File: src/rtl/bcd_conv_sched.sv
// Shared round-robin binary-to-BCD converter; double-dabble, one bit per clock. Optional macro BCD_SCHED_BLANK_EN adds leading-zero blanking.
// Latency: grant edge E, ack and bcd_out registered at E+B_SIZE+1; next grant no earlier than E+B_SIZE+2.
// Backpressure: requesters hold req until their ack; one conversion in flight, others wait without loss.
module bcd_conv_sched #(
    parameter int B_SIZE = 12,
    parameter int N_REQ  = 2
) (
    input  logic                      clk,
    input  logic                      rst_n,
    input  logic [N_REQ-1:0]          req,
    input  logic [N_REQ*B_SIZE-1:0]   bin_in,
    output logic [N_REQ-1:0]          grant,
    output logic                      busy,
    output logic [N_REQ-1:0]          ack,
    output logic [B_SIZE+3:0]         bcd_out
);

    localparam int BW = B_SIZE + 4;          // BCD field width
    localparam int ND = BW / 4;              // number of BCD digits
    localparam int SW = BW + B_SIZE;         // {bcd, bin} shift register width
    localparam int IW = $clog2(N_REQ);
    localparam int CW = $clog2(B_SIZE + 1);

    typedef enum logic [1:0] {S_IDLE, S_SHIFT, S_DONE} state_t;

    state_t             state_q, state_d;
    logic [N_REQ-1:0]   grant_q, grant_d;
    logic               busy_q, busy_d;
    logic [N_REQ-1:0]   ack_q, ack_d;
    logic [BW-1:0]      bcd_q, bcd_d;
    logic [SW-1:0]      sh_q, sh_d;
    logic [CW-1:0]      cnt_q, cnt_d;
    logic [IW-1:0]      last_q, last_d;

    logic [N_REQ-1:0]   eff;
    logic [IW:0]        cand;
    logic               pick_vld;
    logic [IW-1:0]      pick_idx;
    logic [N_REQ-1:0]   pick_oh;
    logic [B_SIZE-1:0]  pick_bin;
    logic [SW-1:0]      adj;
    logic [BW-1:0]      final_bcd;
`ifdef BCD_SCHED_BLANK_EN
    logic               seen_nz;
`endif

    // Round-robin pick: first effective request searching upward from last+1, wrapping.
    always_comb begin
        eff      = req & ~ack_q;
        cand     = '0;
        pick_vld = 1'b0;
        pick_idx = '0;
        for (int k = 1; k <= N_REQ; k++) begin
            cand = {1'b0, last_q} + (IW+1)'(k);
            if (cand >= (IW+1)'(N_REQ)) begin
                cand = cand - (IW+1)'(N_REQ);
            end
            if (!pick_vld && eff[cand[IW-1:0]]) begin
                pick_vld = 1'b1;
                pick_idx = cand[IW-1:0];
            end
        end
    end

    // Decode the winner into a one-hot grant and select its binary operand.
    always_comb begin
        pick_oh  = '0;
        pick_bin = '0;
        for (int i = 0; i < N_REQ; i++) begin
            if (pick_idx == IW'(i)) begin
                pick_oh[i] = 1'b1;
                pick_bin   = bin_in[i*B_SIZE +: B_SIZE];
            end
        end
    end

    // Add-3 correction on every BCD digit above 4, ahead of the shift.
    always_comb begin
        adj = sh_q;
        for (int d = 0; d < ND; d++) begin
            if (sh_q[B_SIZE + 4*d +: 4] > 4'd4) begin
                adj[B_SIZE + 4*d +: 4] = sh_q[B_SIZE + 4*d +: 4] + 4'd3;
            end
        end
    end

    // Result presented at the DONE edge, with optional leading-zero blanking (digit 0 never blanked).
    always_comb begin
        final_bcd = sh_q[SW-1:B_SIZE];
`ifdef BCD_SCHED_BLANK_EN
        seen_nz = 1'b0;
        for (int d = ND - 1; d >= 1; d--) begin
            if (final_bcd[4*d +: 4] != 4'd0) begin
                seen_nz = 1'b1;
            end
            if (!seen_nz) begin
                final_bcd[4*d +: 4] = 4'hF;
            end
        end
`endif
    end

    // FSM state register.
    always_ff @(posedge clk or negedge rst_n) begin
        if (!rst_n) begin
            state_q <= S_IDLE;
        end else begin
            state_q <= state_d;
        end
    end

    // FSM next-state: grant when idle, B_SIZE shifts, one DONE cycle.
    always_comb begin
        state_d = state_q;
        case (state_q)
            S_IDLE:  if (pick_vld) state_d = S_SHIFT;
            S_SHIFT: if (cnt_q == CW'(B_SIZE - 1)) state_d = S_DONE;
            S_DONE:  state_d = S_IDLE;
            default: state_d = S_IDLE;
        endcase
    end

    // FSM outputs and datapath next values per state.
    always_comb begin
        grant_d = grant_q;
        busy_d  = busy_q;
        ack_d   = '0;
        bcd_d   = bcd_q;
        sh_d    = sh_q;
        cnt_d   = cnt_q;
        last_d  = last_q;
        case (state_q)
            S_IDLE: begin
                if (pick_vld) begin
                    grant_d = pick_oh;
                    busy_d  = 1'b1;
                    sh_d    = {{BW{1'b0}}, pick_bin};
                    cnt_d   = '0;
                    last_d  = pick_idx;
                end
            end
            S_SHIFT: begin
                sh_d  = adj << 1;
                cnt_d = cnt_q + CW'(1);
            end
            S_DONE: begin
                bcd_d   = final_bcd;
                ack_d   = grant_q;
                grant_d = '0;
                busy_d  = 1'b0;
            end
            default: begin
                grant_d = '0;
                busy_d  = 1'b0;
            end
        endcase
    end

    // Datapath and output registers; reset discards any in-flight conversion.
    always_ff @(posedge clk or negedge rst_n) begin
        if (!rst_n) begin
            grant_q <= '0;
            busy_q  <= 1'b0;
            ack_q   <= '0;
            bcd_q   <= '0;
            sh_q    <= '0;
            cnt_q   <= '0;
            last_q  <= IW'(N_REQ - 1);
        end else begin
            grant_q <= grant_d;
            busy_q  <= busy_d;
            ack_q   <= ack_d;
            bcd_q   <= bcd_d;
            sh_q    <= sh_d;
            cnt_q   <= cnt_d;
            last_q  <= last_d;
        end
    end

    assign grant   = grant_q;
    assign busy    = busy_q;
    assign ack     = ack_q;
    assign bcd_out = bcd_q;

endmodule

File: config.mk
export PLATFORM = sky130hd
export DESIGN_NAME = bcd_conv_sched
export DESIGN_NICKNAME = d
export VERILOG_FILES = /design/src/rtl/bcd_conv_sched.sv
export SDC_FILE = /design/constraint.sdc
export NUM_CORES = 1
export LEC_CHECK = 0
export BUFFER_PORTS_ARGS = -buffer_cell sky130_fd_sc_hd__buf_2
export CAP_MARGIN = 20
export CORE_MARGIN = 10
export CORE_UTILIZATION = 50
export CTS_CLUSTER_SIZE = 14
export DETAILED_ROUTE_END_ITERATION = 10
export PLACE_DENSITY_LB_ADDON = 0.08
export SLEW_MARGIN = 5
export SYNTH_ARGS = -nofsm -noshare
export SYNTH_HDL_FRONTEND = slang
export SYNTH_SLANG_ARGS = --single-unit
File: constraint.sdc
create_clock -name clk -period 2.01 [get_ports clk]
set_clock_uncertainty 0.15 [all_clocks]
set_input_delay 0.3015 -clock clk [delete_from_list [all_inputs] [get_ports clk]]
set_output_delay 0.3015 -clock clk [all_outputs]
set_load 0.05 [all_outputs]
==> results of run 1 <==
worst paths after layout:
check | start | to | slack [ps] | cells after the start
worst max-delay path | sh_q[12] | sh_q[14] | 320 | 6
min in group asynchronous | rst_n | sh_q[15] | 300 | 2
worst max register to register | sh_q[12] | sh_q[14] | 320 | 6
worst min-delay path | bin_in[2] | sh_q[2] | 60 | 3
worst min register to register | bcd_out[5] | bcd_out[5] | 330 | 2
max in group asynchronous | rst_n | sh_q[5] | 850 | 3
logic make-up after synthesis:
kind of cell             Yosys count  synth area share
flip-flops                        56             0.543
AND/OR/NAND/NOR                   72             0.129
buffers and inverters             28            0.0523
XOR/XNOR                           5            0.0170
AO/OA/AOI/OAI                     69             0.183
multiplexers                      12            0.0509
adder cells (fa/ha/maj)            5            0.0242
power breakdown:
group	switching, W	internal [W]
combinational	0.00125	0.000745
sequential	0.000323	0.00156
clock	0.000340	0.000238
per-stage QoR:
stage	total power (W)	cells
floorplan	0.00342	247
global placement	0.00388	363
detailed placement	0.00392	363
CTS	0.00451	371
global route	0.00482	371
finish	0.00445	371
metal layers:
metal  vias up  routed length [um]  global-route usage
met2        48                2440               0.209
li1        973                   -                   -
met5         -                   0                   0
met3         5                 431              0.0513
met4         0                  58              0.0463
met1       915                2510               0.166
sequential cells by signal (all words and copies together), names as in the netlist:
name     cells
sh_q        28
bcd_out     16
cnt_q        4
ack          2
grant        2
state_q      2
busy         1
last_q       1
cells in the mapped netlist, types with 2 or more instances:
master / number
ha_1: 5
inv_1: 15
nand3_1: 14
a22oi_1: 16
nand2_1: 35
a21oi_1: 10
nor3_1: 8
o21ai_0: 14
mux2i_1: 3
buf_2: 6
o21bai_1: 2
o21ai_1: 11
xnor2_1: 4
mux2_2: 9
a22o_1: 5
nor2_1: 6
nand2b_1: 3
clkbuf_1: 3
a2bb2oi_1: 4
buf_6: 3
dfrtp_1: 55
area by class of cell:
class	instances	area [um^2]	share of cell area
Multi-Input combinational cell	163	1040	0.347
Clock inverter	1	5.00	0.00166
Timing Repair Buffer	59	338	0.112
Tap cell	70	87.6	0.0291
Sequential cell	56	1400	0.466
Inverter	16	60.1	0.0200
Clock buffer	6	72.6	0.0241
worst max-delay path, delay by kind of cell, from the launching register on:
family,cells,cell delay [ps]
DFF,1,400
AOI/OAI and AO/OA,2,330
muxes,1,360
adders and majority gates,1,220
buffers and inverters,2,170
==> impl_metrics.toml, run 1 <==
[outcome]
outcome = "completed"

[setup_path]
startpoint_type = "flop"
path_cells = "inv_1 > ha_1 > inv_1 > a21oi_1 > mux2_2 > o21ai_1"
end_kind = "flop"
slowest_delay_ps = 400
cp_common_cell = "inv_1"
cp.required_ps = 2090
worstSetupPathType = "flop to flop"
cp.arrival_ps = 1770
cp_max_fo = 4
worst_path_max_delay_cell = "dfrtp_1"

[die]
die-area_um2 = 8440
core_area_um2 = 5040
start_util = 0.512
die-height_um = 91.9
die_w_um = 91.9
ios = 49
fp-row-count = 26

[timing]
finalHoldViolCount = 0
fin_crit_sh = 0.840
setup_tns_ps = 0
rsz0062_at_grt = "false"
max_freq_ghz = 0.592
setup_viol = 0
fin_crit_ps = 1690
timing.hold.ws_ps = 57.0
layout_setup_ws_ps = 321
slew_headroom = 0.734
slew_violations = 0
tightest_slew_ps = 399

[logic_synthesis]
synthFlopType = "dfrtp_1"
syn_inst = 247
synth_area_per_cell_um2 = 10.5
synth_nets = 280
yosys.area.top_type = "dfrtp_1"
synthTopCellsByArea = "dfrtp_1 53%, nand2_1 5.1%, a22oi_1 4.7%"
synth-seq-cells = 56
synth_area_um2 = 2580
yosysSeqAreaShare = 0.543
async_flop_share = 1.00
synth_top_cell_area_share = 0.533
ys_types = 37
synth_edf_count = 0
synth_warnings = 0

[placed_design]
hpwl_mm = 4.07
portBuffers = 48
gp_congestion = 0.767
place_area_um2 = 2920
pre_cts_ws_ps = 315

[cts]
cts_made_buffers = 5
clkLatencyLatePin_ps = 300
cts.path.max_buffers = 2
cts-root-buf = "clkbuf_8"
clock-sinks = 56
cts_resized = 0
cts_tree = "built"
htreeDepth = 2
hold_buffers = 1
path_clk_slew_ps = 90
post_cts_buffers = 0

[routing]
post_drt_via_cell_ratio = 5.23
dr.pass1.iters = 4
drc = 0
routedWlPerCell_um = 14.7
ant_nets = 0
wl_mm = 5.44
routed-via-count = 1941
drtIter0Drc = 100

[global_route]
grt_pass1_vias = 2041
grtUsageTotal = 0.134
grt_max_degree = 26
grt_pass1_wl_mm = 9.42
antenna_found_initial = 0
grt.overflow.total = 0

[final_layout]
areaGrowthSynthToFinish_pct = 16.6
layout_common_cells = "55 x dfrtp_1, 48 x buf_2, 35 x nand2_1"
design_area_um2 = 3010
post-route-util = 0.597
antenna_cells = 0
drive_gt1_frac = 0.269
fillers = 440
final_common_cell = "dfrtp_1"
nNetsFinal = 334

[pwr]
leakage_nw = 1.54
ir_drop_uv = 644
power_per_cell_area_nw_per_um2 = 1480

[hold_path]
hold_path.class = "input port to flop"

[run]
cap_viol_max_count = 0
(Power assumes the default switching activity.)
==> inputs of run 2 (changes only) <==
--- a/config.mk
+++ b/config.mk
@@ -8,7 +8,7 @@
 export BUFFER_PORTS_ARGS = -buffer_cell sky130_fd_sc_hd__buf_2
 export CAP_MARGIN = 20
 export CORE_MARGIN = 10
-export CORE_UTILIZATION = 50
+export CORE_UTILIZATION = 49
 export CTS_CLUSTER_SIZE = 14
 export DETAILED_ROUTE_END_ITERATION = 10
 export PLACE_DENSITY_LB_ADDON = 0.08
==> constraint.sdc (replaced) <==
create_clock -name clk -period 1.4 [get_ports clk]
set_clock_uncertainty 0.15 [all_clocks]
set_input_delay 0.21 -clock clk [delete_from_list [all_inputs] [get_ports clk]]
set_output_delay 0.21 -clock clk [all_outputs]
set_load 0.05 [all_outputs]
==> run 2 against run 1 <==
Net effect:
- the flow now finishes with violations (setup timing)
- clock-buffer cell count down 1
- die area up 1.6%
- sequential cell count unchanged
- sequential share of layout area down 12 points
- routed wire length up 37%
- clock power up 48%
- via count up 19%
- cell count up 22%
- final area up 36%
==> impl_metrics.toml, run 2 (same netlist as run 1, synthesis figures left out) <==
[cts]
htreeDepth = 2
clkLatencyLatePin_ps = 310
cts.path.max_buffers = 2
path_clk_slew_ps = 100
cts_tree = "built"
clock-sinks = 56
cts-root-buf = "clkbuf_8"
cts_made_buffers = 5

[final_layout]
regMostFlops = "sh_q"
design_area_um2 = 4100
areaGrowthSynthToFinish_pct = 59.0
drive_gt1_frac = 0.533
layout_common_cells = "51 x dfrtp_1, 49 x buf_4, 48 x buf_2"
antenna_cells = 0
fillers = 314
nNetsFinal = 414
largest_register_ffs = 28
final_common_cell = "dfrtp_1"
post-route-util = 0.804

[global_route]
grt.overflow.total = 0
antenna_found_initial = 0
grt_pass1_wl_mm = 11.5
grtUsageTotal = 0.163
grt_max_degree = 34
grt_pass1_vias = 2497

[die]
die-area_um2 = 8570
die-height_um = 92.6
ios = 49
fp-row-count = 26
start_util = 0.505
core_area_um2 = 5110
die_w_um = 92.6

[placed_design]
portBuffers = 48
gp_congestion = 0.784
hpwl_mm = 4.36
place_area_um2 = 3270
pre_cts_ws_ps = -194

[timing]
fin_crit_sh = 1.08
max_freq_ghz = 0.659
slew_headroom = 0.793
tightest_slew_ps = 311
layout_setup_ws_ps = -118
slew_violations = 0
rsz0062_at_grt = "true"
setup_viol = 41
fin_crit_ps = 1520
finalHoldViolCount = 0

[setup_path]
end_kind = "flop"
path_depth = 5
worst-path-buf-inv = 2
worstSetupPathType = "flop to flop"
cp.arrival_ps = 1570
startpoint_type = "flop"
cp.required_ps = 1450
r2r_cells = 5
slowest_delay_ps = 480
regToRegSetupSlack_ps = -120
cp_max_fo = 6
worst_path_max_delay_cell = "dfrtp_2"
path_cells = "inv_2 > a31o_4 > buf_4 > a22oi_2 > nand2_1"
cpLargestDelayFamily = "flip-flops"

[routing]
drc = 0
routed-via-count = 2318
dr.pass1.iters = 4
ant_nets = 0
post_drt_via_cell_ratio = 5.14
drtIter0Drc = 97
wl_mm = 7.43
routedWlPerCell_um = 16.5

[outcome]
violations = "setup timing"
outcome = "finished, violations left"

[run]
cap_viol_max_count = 0

[pwr]
p_total_w = 0.00830
power_per_cell_area_nw_per_um2 = 2020
leakage_nw = 2.03
ir_drop_uv = 1160

[hold_path]
hold_path.class = "input port to flop"
hold_path_depth = 3
run 2: cell types whose count changed in the layout (fill, tap and decap cells not counted), moves of 5 or more:
cell           delta
a22oi_2           +8
nor3_1            -5
a21oi_1           -6
a22oi_1           -8
inv_2            +11
o21ai_2           +8
buf_6            +10
inv_1            -11
nand2_2           +5
o21ai_0           -5
buf_4            +40
dlygate4sd3_1    +23
nor3_2            +5
nand2_1           -8
run 2: path summary, 6_finish.rpt:
kind	from	end
min in group asynchronous	rst_n	bcd_out[1]
setup / recovery	state_q[0]	sh_q[8]
setup reg to reg	state_q[0]	sh_q[8]
max in group asynchronous	rst_n	last_q
hold reg to reg	bcd_out[8]	bcd_out[8]
hold / removal	bin_in[23]	sh_q[11]
run 2: cell type report:
type	instances	area, um^2	share of cell area
clock inverters	2	12.5	0.00305
clock buffers	5	68.8	0.0168
multi-input cells	164	1360	0.331
well taps	70	87.6	0.0213
flip-flops and latches	56	1410	0.343
inverters	16	60.1	0.0146
repair buffers	138	1110	0.270
run 2: metrics by stage:
stage / TNS [ps] / hold slack, ps / std cells
after global placement: -2900 / -33.8 / 402
after floorplan: -7670 / -236 / 247
after detailed placement: -3510 / -34.8 / 402
after global routing: -4410 / 11.7 / 451
after CTS: -1590 / 2.90 / 438
final: -2490 / 9.69 / 451
run 2: worst min-delay path, cell delays in order:
cell and delay (ps):
buf_2 90, a22oi_1 70, nand2_1 60
run 2: where the power goes:
group          switching, W  leakage, nW  internal [W]
sequential         0.000537        0.721       0.00224
combinational       0.00244         1.27       0.00222
clock              0.000518       0.0400      0.000341
total               0.00349         2.03       0.00481
run 2: routing by layer:
layer	vias to the layer above	GRT usage	share of wire
li1	1137	-	-
met1	1115	0.192	0.42
met2	58	0.275	0.50
met3	8	0.0565	0.062
met4	0	0.0437	0.013
met5	-	0	0
run 2: repair_timing:
action | CTS | global route
buffers inserted | 4 | 9
gates cloned | 1 | 4
endpoints found under the hold margin | 67 | 0
pin swaps | 9 | 16
hold buffers | 24 | 0
resized for setup | 34 | 52
endpoints found under the setup margin | 49 | 51
==> inputs of run 3 (changes only) <==
--- a/config.mk
+++ b/config.mk
@@ -5,10 +5,11 @@
 export SDC_FILE = /design/constraint.sdc
 export NUM_CORES = 1
 export LEC_CHECK = 0
+export ABC_AREA = 1
 export BUFFER_PORTS_ARGS = -buffer_cell sky130_fd_sc_hd__buf_2
 export CAP_MARGIN = 20
 export CORE_MARGIN = 10
-export CORE_UTILIZATION = 49
+export CORE_UTILIZATION = 50
 export CTS_CLUSTER_SIZE = 14
 export DETAILED_ROUTE_END_ITERATION = 10
 export PLACE_DENSITY_LB_ADDON = 0.08
==> run 3 against run 2 <==
Net effect:
- the run now ends clean
- worst setup slack improved by 140 ps
- worst hold slack improved by 15 ps
- utilization fell by 12 points
- first-iteration DRC count rose by 25%
- synthesized cell count rose by 41%
- critical endpoint is now sh_q[11]
==> impl_metrics.toml, run 3 <==
[outcome]
outcome = "completed"

[die]
die-area_um2 = 8730
die-height_um = 93.4
core_area_um2 = 5170
ios = 49
start_util = 0.521
fp-row-count = 26
die_w_um = 93.4

[setup_path]
end_kind = "flop"
path_cells = "nand3_4 > clkbuf_16 > nand3_1 > nand3_1 > nand2_1 > nand2_1"
cp.arrival_ps = 1430
startpoint_type = "flop"
slowest_delay_ps = 570
cp.required_ps = 1450
worst-path-buf-inv = 1
cp_max_fo = 5
worst_path_max_delay_cell = "dfstp_2"
cpLargestDelayFamily = "flip-flops"
worstSetupPathType = "flop to flop"

[run]
cap_viol_max_count = 0

[final_layout]
final_common_cell = "nand2_1"
fillers = 420
post-route-util = 0.687
antenna_cells = 0
layout_common_cells = "123 x nand2_1, 53 x dfrtp_1, 48 x buf_2"
largest_register_ffs = 28
nNetsFinal = 457
areaGrowthSynthToFinish_pct = 31.8
regMostFlops = "sh_q"
drive_gt1_frac = 0.308

[logic_synthesis]
synth_nets = 381
synth_top_cell_area_share = 0.511
async_flop_share = 1.00
syn_inst = 348
synthTopCellsByArea = "dfrtp_1 51%, nand2_1 19%, nand3_1 7.8%"
synth_area_um2 = 2700
yosysMostFrequentCell = "nand2_1"
synthSimpleGateAreaFrac = 0.300
synth_mux_area_frac = 0
yosysSeqAreaShare = 0.520
synthTopCellsByCount = "134 x nand2_1, 55 x dfrtp_1, 42 x nand3_1"
yosys.area.top_type = "dfrtp_1"
synth_compound_area_frac = 0.0840
synthXorXnorAreaFrac = 0
synthFlopType = "dfrtp_1"
ys_types = 20
synth_warnings = 0
synth_edf_count = 0
synth_area_per_cell_um2 = 7.74
synth_top_family_by_area = "simple AND/OR/NAND/NOR gates"
synth-adder-area-share = 0.0232
synth-seq-cells = 56

[global_route]
use_met3 = 0.0408
busiest_layer = "met2"
grt_pass1_wl_mm = 10.8
grt_max_degree = 57
use_met2 = 0.236
grtUsageMet1 = 0.188
grtUsageTotal = 0.147
grt_pass1_vias = 2452
grt.overflow.total = 0
antenna_found_initial = 0

[cts]
cts_tree = "built"
cts_made_buffers = 5
htreeDepth = 2
cts.path.max_buffers = 2
cts-root-buf = "clkbuf_8"
clkLatencyLatePin_ps = 300
path_clk_slew_ps = 100
clock-sinks = 56

[routing]
drc = 0
routed-via-count = 2495
routedWlPerCell_um = 13.3
drtIter0Drc = 121
dr.pass1.iters = 4
wl_mm = 6.60
ant_nets = 0
post_drt_via_cell_ratio = 5.04

[pwr]
leakage_nw = 1.90
power_per_cell_area_nw_per_um2 = 2370
p_total_w = 0.00842
seqPwrFrac = 0.322
ir_drop_uv = 1430
combPwrFrac = 0.553
power_switching_w = 0.00378
power.clock.fraction = 0.124
internal_power_w = 0.00464
switching_share = 0.449

[hold_path]
hold_path.class = "input port to flop"

[timing]
slew_violations = 0
fin_crit_ps = 1380
fin_crit_sh = 0.987
slew_headroom = 0.802
setup_tns_ps = 0
rsz0062_at_grt = "true"
tightest_slew_ps = 297
max_freq_ghz = 0.723
finalHoldViolCount = 0
setup_viol = 0

[placed_design]
portBuffers = 48
gp_congestion = 0.820
hpwl_mm = 4.52
==> run 3: worst min-delay path: cells and delay by family <==
kind	cells	cell delay (ps)
and+or+nand+nor	2	160
buffers and inverters	1	80
==> run 3: layout make-up <==
class                      instances  area [um^2]  share of cell area
clock inverter                     2         35.0             0.00986
timing repair buffer              82          583               0.164
tap                               70         87.6              0.0246
sequential                        56         1410               0.395
multi-input combinational        244         1230               0.346
clock buffer                       6         72.6              0.0204
inverter                          35          139              0.0391
==> run 3: final timing paths <==
check | end | cells after the start | start | slack [ps]
worst min-delay path | sh_q[0] | 3 | bin_in[0] | 20
worst max-delay path | sh_q[11] | 6 | last_q | 20
max in group asynchronous | last_q | 3 | rst_n | 520
worst max register to register | sh_q[11] | 6 | last_q | 20
min in group asynchronous | bcd_out[8] | 3 | rst_n | 290
worst min register to register | sh_q[2] | 2 | sh_q[2] | 330
==> run 3: timing repair <==
item | 4_1_cts | 5_1_grt
hold endpoints to repair | 56 | 0
pin swaps | 0 | 12
setup endpoints to repair | 1 | 25
buffers inserted | 1 | 4
cloned | 0 | 2
gates resized for setup | 0 | 51
hold buffers | 2 | 0
==> run 3: metrics by stage <==
| step | hold WS, ps | instances | cell area (um^2) | worst slack (ps) |
|---|---|---|---|---|
| after CTS | 9.35 | 489 | 3340 | 7.50 |
| final | 24.7 | 495 | 3550 | 17.5 |
| after detailed placement | 82.9 | 478 | 3200 | 13.2 |
| after floorplan | -236 | 348 | 2710 | -40.7 |
| after global routing | 26.1 | 495 | 3550 | -36.9 |
| after global placement | 83.2 | 478 | 3200 | 56.8 |
==> run 3: logic make-up (layout without fill, tap and decap cells) <==
family                   Yosys count  in the layout
AO/OA/AOI/OAI                     45             45
flip-flops                        56             56
adder cells (fa/ha/maj)            5              5
buffers and inverters             48            125
AND/OR/NAND/NOR                  194            194
==> run 3: metal layers <==
metal | vias to the layer above | share of wire
met5 | - | 0
met4 | 0 | 0.0035
met3 | 2 | 0.069
met2 | 75 | 0.46
met1 | 1163 | 0.47
li1 | 1255 | -
==> run 3: power groups by stage <==
stage / Sequential, W / Combinational (W) / Clock (W)
final: 0.00271 / 0.00466 / 0.00105
after global routing: 0.00280 / 0.00526 / 0.00114
after floorplan: 0.00325 / 0.00230 / 0
after detailed placement: 0.00270 / 0.00414 / 0
after global placement: 0.00268 / 0.00406 / 0
after CTS: 0.00267 / 0.00417 / 0.00109
